### src/rtl/muldiv_unit_if.sv
// Request/result bundle between EX and the HI/LO path.
// master drives start/op/a/b/flush; slave returns busy and HI/LO pulses.
interface muldiv_unit_if;
  logic        start;
  logic [2:0]  op;
  logic [31:0] a;
  logic [31:0] b;
  logic        flush;
  logic        busy;
  logic        hi_write;
  logic        lo_write;
  logic [31:0] hi_data;
  logic [31:0] lo_data;

  modport master (
    output start, op, a, b, flush,
    input  busy, hi_write, lo_write,
    input  hi_data, lo_data
  );

  modport slave (
    input  start, op, a, b, flush,
    output busy, hi_write, lo_write,
    output hi_data, lo_data
  );
endinterface

### src/rtl/muldiv_unit.sv
// Multi-cycle MULT/MULTU/DIV/DIVU/MTHI/MTLO unit feeding HI/LO.
// Ports: clk, reset (sync, high), io (slave): start/op/a/b/flush in; busy + HI/LO pulses out.
module muldiv_unit #(
  parameter int MUL_LATENCY = 4
) (
  input logic          clk,
  input logic          reset,
  muldiv_unit_if.slave io
);
  typedef enum logic [2:0] {
    S_IDLE, S_MUL, S_DIV, S_FIX, S_WB
  } state_e;

  localparam logic [7:0] MUL_LAST = 8'(MUL_LATENCY - 2);

  state_e      state_q, state_d;
  logic [7:0]  cnt_q, cnt_d;
  logic        sgn_q, sgn_d;
  logic [31:0] opa_q, opa_d;
  logic [31:0] opb_q, opb_d;
  logic [31:0] rem_q, rem_d;
  logic [31:0] quo_q, quo_d;
  logic [31:0] dvs_q, dvs_d;
  logic        busy_q, busy_d;
  logic        hw_q, hw_d;
  logic        lw_q, lw_d;
  logic [31:0] hd_q, hd_d;
  logic [31:0] ld_q, ld_d;

  logic               accept;
  logic signed [63:0] m_a, m_b, prod;
  logic [32:0]        trial, diff;
  logic [31:0]        q_fix, r_fix;

  function automatic logic [31:0] mag(
    input logic [31:0] v,
    input logic        sgn
  );
    return (sgn && v[31]) ? (~v + 32'd1) : v;
  endfunction

  assign accept = io.start && !busy_q &&
                  !io.flush && (io.op < 3'd6);

  // Low 64 bits of the extended product are exact
  // for both signed and unsigned 32x32.
  assign m_a  = {{32{sgn_q & opa_q[31]}}, opa_q};
  assign m_b  = {{32{sgn_q & opb_q[31]}}, opb_q};
  assign prod = m_a * m_b;

  // One restoring step: shift next dividend bit in.
  assign trial = {rem_q, quo_q[31]};
  assign diff  = trial - {1'b0, dvs_q};

  assign q_fix = (sgn_q && (opa_q[31] ^ opb_q[31])) ?
                 (~quo_q + 32'd1) : quo_q;
  assign r_fix = (sgn_q && opa_q[31]) ?
                 (~rem_q + 32'd1) : rem_q;

  always_comb begin
    state_d = state_q;
    cnt_d   = cnt_q;
    sgn_d   = sgn_q;
    opa_d   = opa_q;
    opb_d   = opb_q;
    rem_d   = rem_q;
    quo_d   = quo_q;
    dvs_d   = dvs_q;
    busy_d  = busy_q;
    hw_d    = 1'b0;
    lw_d    = 1'b0;
    hd_d    = 32'd0;
    ld_d    = 32'd0;
    unique case (state_q)
      S_IDLE, S_WB: begin
        state_d = S_IDLE;
        if (accept) begin
          opa_d = io.a;
          opb_d = io.b;
          sgn_d = !io.op[0];
          cnt_d = 8'd0;
          unique case (1'b1)
            io.op[2]: begin
              state_d = S_WB;
              if (io.op[0]) begin
                lw_d = 1'b1;
                ld_d = io.a;
              end else begin
                hw_d = 1'b1;
                hd_d = io.a;
              end
            end
            io.op[1]: begin
              state_d = S_DIV;
              busy_d  = 1'b1;
              rem_d   = 32'd0;
              quo_d   = mag(io.a, !io.op[0]);
              dvs_d   = mag(io.b, !io.op[0]);
            end
            default: begin
              state_d = S_MUL;
              busy_d  = 1'b1;
            end
          endcase
        end
      end
      S_MUL: begin
        if (cnt_q == MUL_LAST) begin
          state_d = S_WB;
          busy_d  = 1'b0;
          hw_d    = 1'b1;
          lw_d    = 1'b1;
          hd_d    = prod[63:32];
          ld_d    = prod[31:0];
        end else begin
          cnt_d = cnt_q + 8'd1;
        end
      end
      S_DIV: begin
        if (diff[32]) begin
          rem_d = trial[31:0];
        end else begin
          rem_d = diff[31:0];
        end
        quo_d = {quo_q[30:0], ~diff[32]};
        cnt_d = cnt_q + 8'd1;
        if (cnt_q == 8'd31) begin
          state_d = S_FIX;
        end
      end
      S_FIX: begin
        state_d = S_WB;
        busy_d  = 1'b0;
        hw_d    = 1'b1;
        lw_d    = 1'b1;
        if (opb_q == 32'd0) begin
          hd_d = opa_q;
          ld_d = 32'hFFFF_FFFF;
        end else begin
          hd_d = r_fix;
          ld_d = q_fix;
        end
      end
      default: begin
        state_d = S_IDLE;
        busy_d  = 1'b0;
      end
    endcase
    // Abort kills any in-flight op and any pulse
    // it would have produced next cycle.
    if (io.flush) begin
      state_d = S_IDLE;
      busy_d  = 1'b0;
      hw_d    = 1'b0;
      lw_d    = 1'b0;
      hd_d    = 32'd0;
      ld_d    = 32'd0;
    end
  end

  always_ff @(posedge clk) begin
    if (reset) begin
      state_q <= S_IDLE;
      cnt_q   <= 8'd0;
      sgn_q   <= 1'b0;
      opa_q   <= 32'd0;
      opb_q   <= 32'd0;
      rem_q   <= 32'd0;
      quo_q   <= 32'd0;
      dvs_q   <= 32'd0;
      busy_q  <= 1'b0;
      hw_q    <= 1'b0;
      lw_q    <= 1'b0;
      hd_q    <= 32'd0;
      ld_q    <= 32'd0;
    end else begin
      state_q <= state_d;
      cnt_q   <= cnt_d;
      sgn_q   <= sgn_d;
      opa_q   <= opa_d;
      opb_q   <= opb_d;
      rem_q   <= rem_d;
      quo_q   <= quo_d;
      dvs_q   <= dvs_d;
      busy_q  <= busy_d;
      hw_q    <= hw_d;
      lw_q    <= lw_d;
      hd_q    <= hd_d;
      ld_q    <= ld_d;
    end
  end

  assign io.busy     = busy_q;
  assign io.hi_write = hw_q;
  assign io.lo_write = lw_q;
  assign io.hi_data  = hd_q;
  assign io.lo_data  = ld_q;
endmodule

### src/flat_wrapper.sv
// flat-port wrapper written by rule: the top's interface ports become plain ports
module muldiv_unit_flat 
#(
  parameter int MUL_LATENCY = 4
)
  (clk, reset, io_start, io_op, io_a, io_b, io_flush, io_busy, io_hi_write, io_lo_write, io_hi_data, io_lo_data);
  muldiv_unit_if io_i ();
  input logic clk;
  input logic reset;
  input wire logic [$bits(io_i.start)-1:0] io_start;
  input wire logic [$bits(io_i.op)-1:0] io_op;
  input wire logic [$bits(io_i.a)-1:0] io_a;
  input wire logic [$bits(io_i.b)-1:0] io_b;
  input wire logic [$bits(io_i.flush)-1:0] io_flush;
  output wire logic [$bits(io_i.busy)-1:0] io_busy;
  output wire logic [$bits(io_i.hi_write)-1:0] io_hi_write;
  output wire logic [$bits(io_i.lo_write)-1:0] io_lo_write;
  output wire logic [$bits(io_i.hi_data)-1:0] io_hi_data;
  output wire logic [$bits(io_i.lo_data)-1:0] io_lo_data;
  assign io_i.start = io_start;
  assign io_i.op = io_op;
  assign io_i.a = io_a;
  assign io_i.b = io_b;
  assign io_i.flush = io_flush;
  assign io_busy = io_i.busy;
  assign io_hi_write = io_i.hi_write;
  assign io_lo_write = io_i.lo_write;
  assign io_hi_data = io_i.hi_data;
  assign io_lo_data = io_i.lo_data;
  muldiv_unit #(.MUL_LATENCY(MUL_LATENCY)) u_core (.clk(clk), .reset(reset), .io(io_i));
endmodule
### config.mk
export PLATFORM = sky130hd
export DESIGN_NAME = muldiv_unit_flat
export DESIGN_NICKNAME = d
export VERILOG_FILES = /design/src/rtl/muldiv_unit_if.sv /design/src/rtl/muldiv_unit.sv /design/src/flat_wrapper.sv
export SDC_FILE = /design/constraint.sdc
export NUM_CORES = 2
export LEC_CHECK = 0
export BUFFER_PORTS_ARGS = -buffer_cell sky130_fd_sc_hd__buf_2
export CAP_MARGIN = 20
export CORE_MARGIN = 1.5
export CORE_UTILIZATION = 40
export DETAILED_ROUTE_END_ITERATION = 6
export GPL_ROUTABILITY_DRIVEN = 1
export PLACE_DENSITY = 0.58
export RECOVER_POWER = 25
export SLEW_MARGIN = 5
export SYNTH_ARGS = -nofsm -noshare
export SYNTH_HDL_FRONTEND = slang
export SYNTH_SLANG_ARGS = --single-unit
### constraint.sdc
create_clock -name clk -period 10.4 [get_ports clk]
set_clock_uncertainty 0.05 [all_clocks]
set_input_delay 1.04 -clock clk [delete_from_list [all_inputs] [get_ports clk]]
set_output_delay 1.04 -clock clk [all_outputs]
set_load 0.02 [all_outputs]
# Yosys cells after proc, flatten, opt, wreduce, memory -nomap -nowiden
# Cells that the tools add are included.
[totals] reg_bits=239 elab_cells=108
[op_classes] n_addsub=6 n_mul=1 n_lt_le_gt_ge=1 n_eq_ne=12 muxes=44 bitwise_logic=9 reduce_logical=22
[op_table] op="32-bit two-way mux" count=19
[op_table] op="32-bit case mux with 3 select lines" count=2
[op_table] op="32-bit by 1-bit adder with 32-bit output, second input constant" count=4
[op_table] op="32-bit inverter" count=4
[op_table] op="32-bit case mux with 2 select lines" count=2
[op_table] op="33-bit by 33-bit multiplier with 64-bit output" count=1
[op_table] op="33-bit by 32-bit subtractor with 33-bit output" count=1
[op_table] op="32-bit zero test" count=1
[op_table] op="8-bit case mux with 3 select lines" count=1
[op_table] op="8-bit two-way mux" count=2
[op_table] op="3-bit case mux with 4 select lines" count=1
[op_table] op="1-bit two-way mux" count=10
[op_table] op="3-bit two-way mux" count=3
[op_table] op="1-bit case mux with 3 select lines" count=3
[op_table] op="3-bit AND reduction" count=3
[op_table] op="8-bit by 1-bit adder with 8-bit output, second input constant" count=1
[op_table] op="8-bit by 2-bit == test with 1-bit output, second input constant" count=1
[op_table] op="8-bit by 5-bit == test with 1-bit output, second input constant" count=1
[op_table] op="1-bit logical AND" count=7
[op_table] op="3-bit by 2-bit == test with 1-bit output, second input constant" count=2
[op_table] op="2-bit by 1-bit != test with 1-bit output, second input constant" count=3
[op_table] op="2-bit != test, second input constant" count=3
[op_table] op="3-bit case mux with 2 select lines" count=1
[op_table] op="2-bit AND reduction" count=2
[op_table] op="12 further kinds" count=17

# Logic depth before layout (Yosys ltp)
[depth] ltp_word=6 ltp_mapped=34 ltp_nobuf=29

# Worst setup path after synthesis
# Ideal clock, no wire load.
[synth_timing] path_type="flip-flop to flip-flop" start="reg u_core.opa_q[31]" end="reg u_core.hd_q[29], in the netlist u_core.io.hi_data[29]" setup_ps=106 t_arrival_ps=8706 required_ps=10244 setup_slack_ps=1538 path_stages_with_launch=32 n_path_buf=5 path_cell_list="dfxtp_1 clkbuf_1 and2_1 clkbuf_1 clkbuf_1 clkbuf_1 nand2_1 inv_1 fa_1 inv_1 fa_1 inv_1 fa_1 fa_1 inv_1 fa_1 inv_1 fa_1 inv_1 fa_1 fa_1 inv_1 ha_1 clkbuf_1 nand2_1 nor2_1 nand4_1 or4b_2 o21ai_0 a21o_1 a41oi_1 o311ai_0"
[synth_via] elab_chain_cells=4
[synth_rtl] element="start, declared" line="muldiv_unit.sv:19" rtl="logic [31:0] opa_q, opa_d;"
[synth_rtl] element="start signal, assigned" line="muldiv_unit.sv:180" rtl="opa_q <= opa_d;"
[synth_rtl] element="1-bit AND / 1-bit logical AND (equally long branches)" line="muldiv_unit.sv:47, muldiv_unit.sv:57"
[synth_rtl] element="33-bit by 33-bit multiplier with 64-bit output / 32-bit two-way mux (equally long branches)" line="muldiv_unit.sv:49, muldiv_unit.sv:57"
[synth_rtl] element="32-bit two-way mux (on tied branches)" line="muldiv_unit.sv:108, muldiv_unit.sv:136"
[synth_rtl] element="32-bit case mux with 3 select lines *" line="muldiv_unit.sv:74" rtl="unique case (state_q)"
[synth_rtl] element="end signal, assigned" line="muldiv_unit.sv:174" rtl="hd_q <= 32'd0;"
[synth_rtl] element="end signal, assigned" line="muldiv_unit.sv:188" rtl="hd_q <= hd_d;"
[synth_rtl] element="end, declared" line="muldiv_unit.sv:27" rtl="logic [31:0] hd_q, hd_d;"
# Every way passes the cells marked *; elsewhere a longest branch is shown, timed or not.
# A chain may end at the register's enable or synchronous reset.

# Worst setup path after layout
[layout_timing] start="reg u_core.opb_q[18]" end="reg u_core.hd_q[17], in the netlist u_core.io.hi_data[17]"
[layout_via] elab_chain_cells=3
[layout_rtl] element="start, declared" line="muldiv_unit.sv:20" rtl="logic [31:0] opb_q, opb_d;"
[layout_rtl] element="start signal, assigned" line="muldiv_unit.sv:181" rtl="opb_q <= opb_d;"
[layout_rtl] element="33-bit by 33-bit multiplier with 64-bit output / 32-bit zero test (equally long branches)" line="muldiv_unit.sv:49, muldiv_unit.sv:136"
[layout_rtl] element="32-bit two-way mux (on tied branches)" line="muldiv_unit.sv:108, muldiv_unit.sv:136"
[layout_rtl] element="32-bit case mux with 3 select lines *" line="muldiv_unit.sv:74"
# Marks and branches as above.

==> impl_metrics.json <==
{
  "drt_iter0_drc": 3125,
  "die_h_microns": 363,
  "clkPwrFrac": 0.332,
  "status": "complete, but fails checks",
  "fmax_ghz": 0.107,
  "critical_path_class": "flop to flop",
  "ys_warn_count": 0,
  "intPower_w": 0.00176,
  "fin_area_sq_um": 54900,
  "fin_crit_sh": 0.902,
  "htree_levels": 1,
  "postCtsSetupBuffers": 0,
  "yosysTopAreaCellShare": 0.434,
  "wl_per_cell_microns": 20.9,
  "finalSetupTns_ns": 0,
  "combPwrFrac": 0.322,
  "worst_slew_pin_slew_ns": 3.67,
  "core_area_sq_um": 128000,
  "ys_seq_area_frac": 0.0922,
  "finalHoldViolCount": 0,
  "placed_area_sq_um": 54100,
  "hpwl_microns": 129000,
  "synth.area.top_cells": "fa_1 43%, dfxtp_1 9.2%, inv_1 8.6%",
  "synth.ff_latch_count": 239,
  "yosysMostFrequentCell": "inv_1",
  "place_inst": 7644,
  "postRouteAntennaNets": 0,
  "postLayoutSetupSlackWorst_ns": 1.02,
  "track_usage": 0.247,
  "maxSlewHeadroom": -1.45,
  "die-area_sq_um": 132000,
  "area_growth_pct": 5.68,
  "cts_resized": 0,
  "ios": 138,
  "syn-num-nets": 7529,
  "ys_async_sr_fraction": 0,
  "clockBufferDepth": 3,
  "synth_common_cells": "1188 x inv_1, 1126 x fa_1, 990 x nand2_1",
  "grt_pass1_vias": 41900,
  "leakage_nw": 25.6,
  "p_sw_w": 0.00115,
  "synth_edf_count": 0,
  "yosysUniqueCellTypes": 75,
  "maxSlewViolCount": 71,
  "rsz0062_at_grt": "false",
  "avgViaCountPerCell": 5.29,
  "power_density_nw_per_um2": 52.9,
  "grt_overflow_total": 0,
  "start_util": 0.405,
  "cp.required_ns": 10.79,
  "drt-total-wl_microns": 161000,
  "drtPass1Iterations": 6,
  "cts_hold_buf": 0,
  "fin_cells": 7692,
  "fin_crit_ns": 9.38,
  "clock_latency_ns": 0.62,
  "cp_max_fo": 18,
  "syn_area_per_cell_sq_um": 8.54,
  "grt_max_degree": 77,
  "ir_drop_mv": 0.120,
  "hold_path_class": "flop to flop",
  "clock-root-buffer": "clkbuf_16",
  "cp-start-kind": "flop",
  "syn_inst": 6081,
  "cts_buffers": 25,
  "place_ws_ns": 1.25,
  "min_path_cells": 2,
  "grt_pass1_wl_microns": 252000,
  "die_x_microns": 363,
  "crit_arrival_ns": 9.77,
  "final_nets": 7391,
  "synth.largest_area_cell": "fa_1",
  "num_vias": 40700,
  "io_buffers": 137,
  "clk_pin_slew_worst_paths_ns": 0.07,
  "end_kind": "flop",
  "drv_cap": 1,
  "setup_violations": 0,
  "drive_above_1_share": 0.0473,
  "worstRegToRegCells": 25,
  "syn_area_sq_um": 51900,
  "clock_sinks": 239,
  "tritoncts": "yes",
  "synth_top_flop_cell": "dfxtp_1",
  "drc": 0,
  "violations": "capacitance limit, slew limit",
  "core.rowCount": 131,
  "swShare": 0.395,
  "seqPwrFrac": 0.346,
  "gp_congestion": 0.945,
  "antenna_found_initial": 8
}
[final timing paths]
kind	startpoint	endpoint	slack [ns]
hold reg to reg	u_core.dvs_q[31]	u_core.dvs_q[31]	0.41
setup / recovery	u_core.opb_q[18]	u_core.io.hi_data[17]	1.02
setup reg to reg	u_core.opb_q[18]	u_core.io.hi_data[17]	1.02
hold / removal	u_core.dvs_q[31]	u_core.dvs_q[31]	0.41
[final cells by class]
cell class | instances | area [sq um]
clock buffers | 33 | 696
inverters | 1188 | 4460
multi-input cells | 4247 | 41200
clock inverters | 12 | 131
fillers | 13100 | 73300
repair buffers | 242 | 1430
flip-flops and latches | 239 | 4800
diodes | 2 | 5.00
well taps | 1729 | 2160
[through the flow]
step           total power [W]  hold slack, ns  utilization
2_1_floorplan          0.00160           0.382            -
3_3_place_gp           0.00194           0.395        0.422
3_5_place_dp           0.00195           0.399        0.422
4_1_cts                0.00291           0.408        0.428
5_1_grt                0.00305           0.431        0.428
6_report               0.00290           0.407        0.428
[critical path, stage by stage (launching register included)]
cell      delay [ns]
dfxtp_1         1.04
buf_4           0.40
nand2_1         0.12
fa_1            0.55
inv_1           0.05
fa_1            0.53
inv_1           0.05
fa_1            0.48
fa_1            0.55
inv_1           0.06
fa_1            0.53
fa_1            0.44
fa_1            0.49
inv_1           0.05
fa_1            0.52
inv_1           0.06
ha_1            0.40
a21oi_1         0.27
o221ai_1        0.21
a311o_1         0.39
a21oi_1         0.62
o21ai_0         0.46
a31oi_1         0.37
xnor2_1         0.15
a221oi_1        0.27
nor2_1          0.09
[placed cells by master (no fill, tap or decap), types with 118 or more instances in the layout]
cell / count
a21oi_1: 288
and2_1: 356
dfxtp_1: 229
fa_1: 1126
ha_1: 251
inv_1: 1188
nand2_1: 990
nor2_1: 286
o21ai_0: 135
xnor2_1: 118
[sequential cells by signal (all words and copies together) (netlist names)]
name / count
u_core.cnt_q: 8
u_core.opa_q: 32
u_core.rem_q: 32
u_core.io.lo_data: 32
u_core.state_q: 3
u_core.dvs_q: 32
u_core.io.hi_write: 1
u_core.io.lo_write: 1
u_core.quo_q: 32
u_core.io.hi_data: 32
u_core.sgn_q: 1
u_core.io.busy: 1
u_core.opb_q: 32
[power groups by stage]
stage | combinational, W | sequential, W | clock, W
6_report | 0.000936 | 0.00101 | 0.000963
3_3_place_gp | 0.000923 | 0.00102 | 0
2_1_floorplan | 0.000631 | 0.000971 | 0
3_5_place_dp | 0.000927 | 0.00102 | 0
5_1_grt | 0.00102 | 0.00101 | 0.00102
4_1_cts | 0.000933 | 0.00100 | 0.000976
[routing by layer]
| metal | part of all wire | track usage |
|---|---|---|
| met5 | 0.00013 | 0 |
| met4 | 0.033 | 0.0678 |
| met3 | 0.059 | 0.0315 |
| met2 | 0.49 | 0.419 |
| met1 | 0.42 | 0.333 |
[logic make-up (layout without fill, tap and decap cells)]
logic type,after synthesis,in the layout,share of synthesized area
AND/OR/NAND/NOR,1869,1869,0.164
XOR/XNOR,222,222,0.0376
AO/OA/AOI/OAI,753,753,0.0911
other,0,2,0
flip-flops,239,239,0.0922
buffers and inverters,1595,1475,0.116
adder cells (fa/ha/maj),1377,1377,0.495
multiplexers,26,26,0.00504
(Power assumes the default switching activity.)
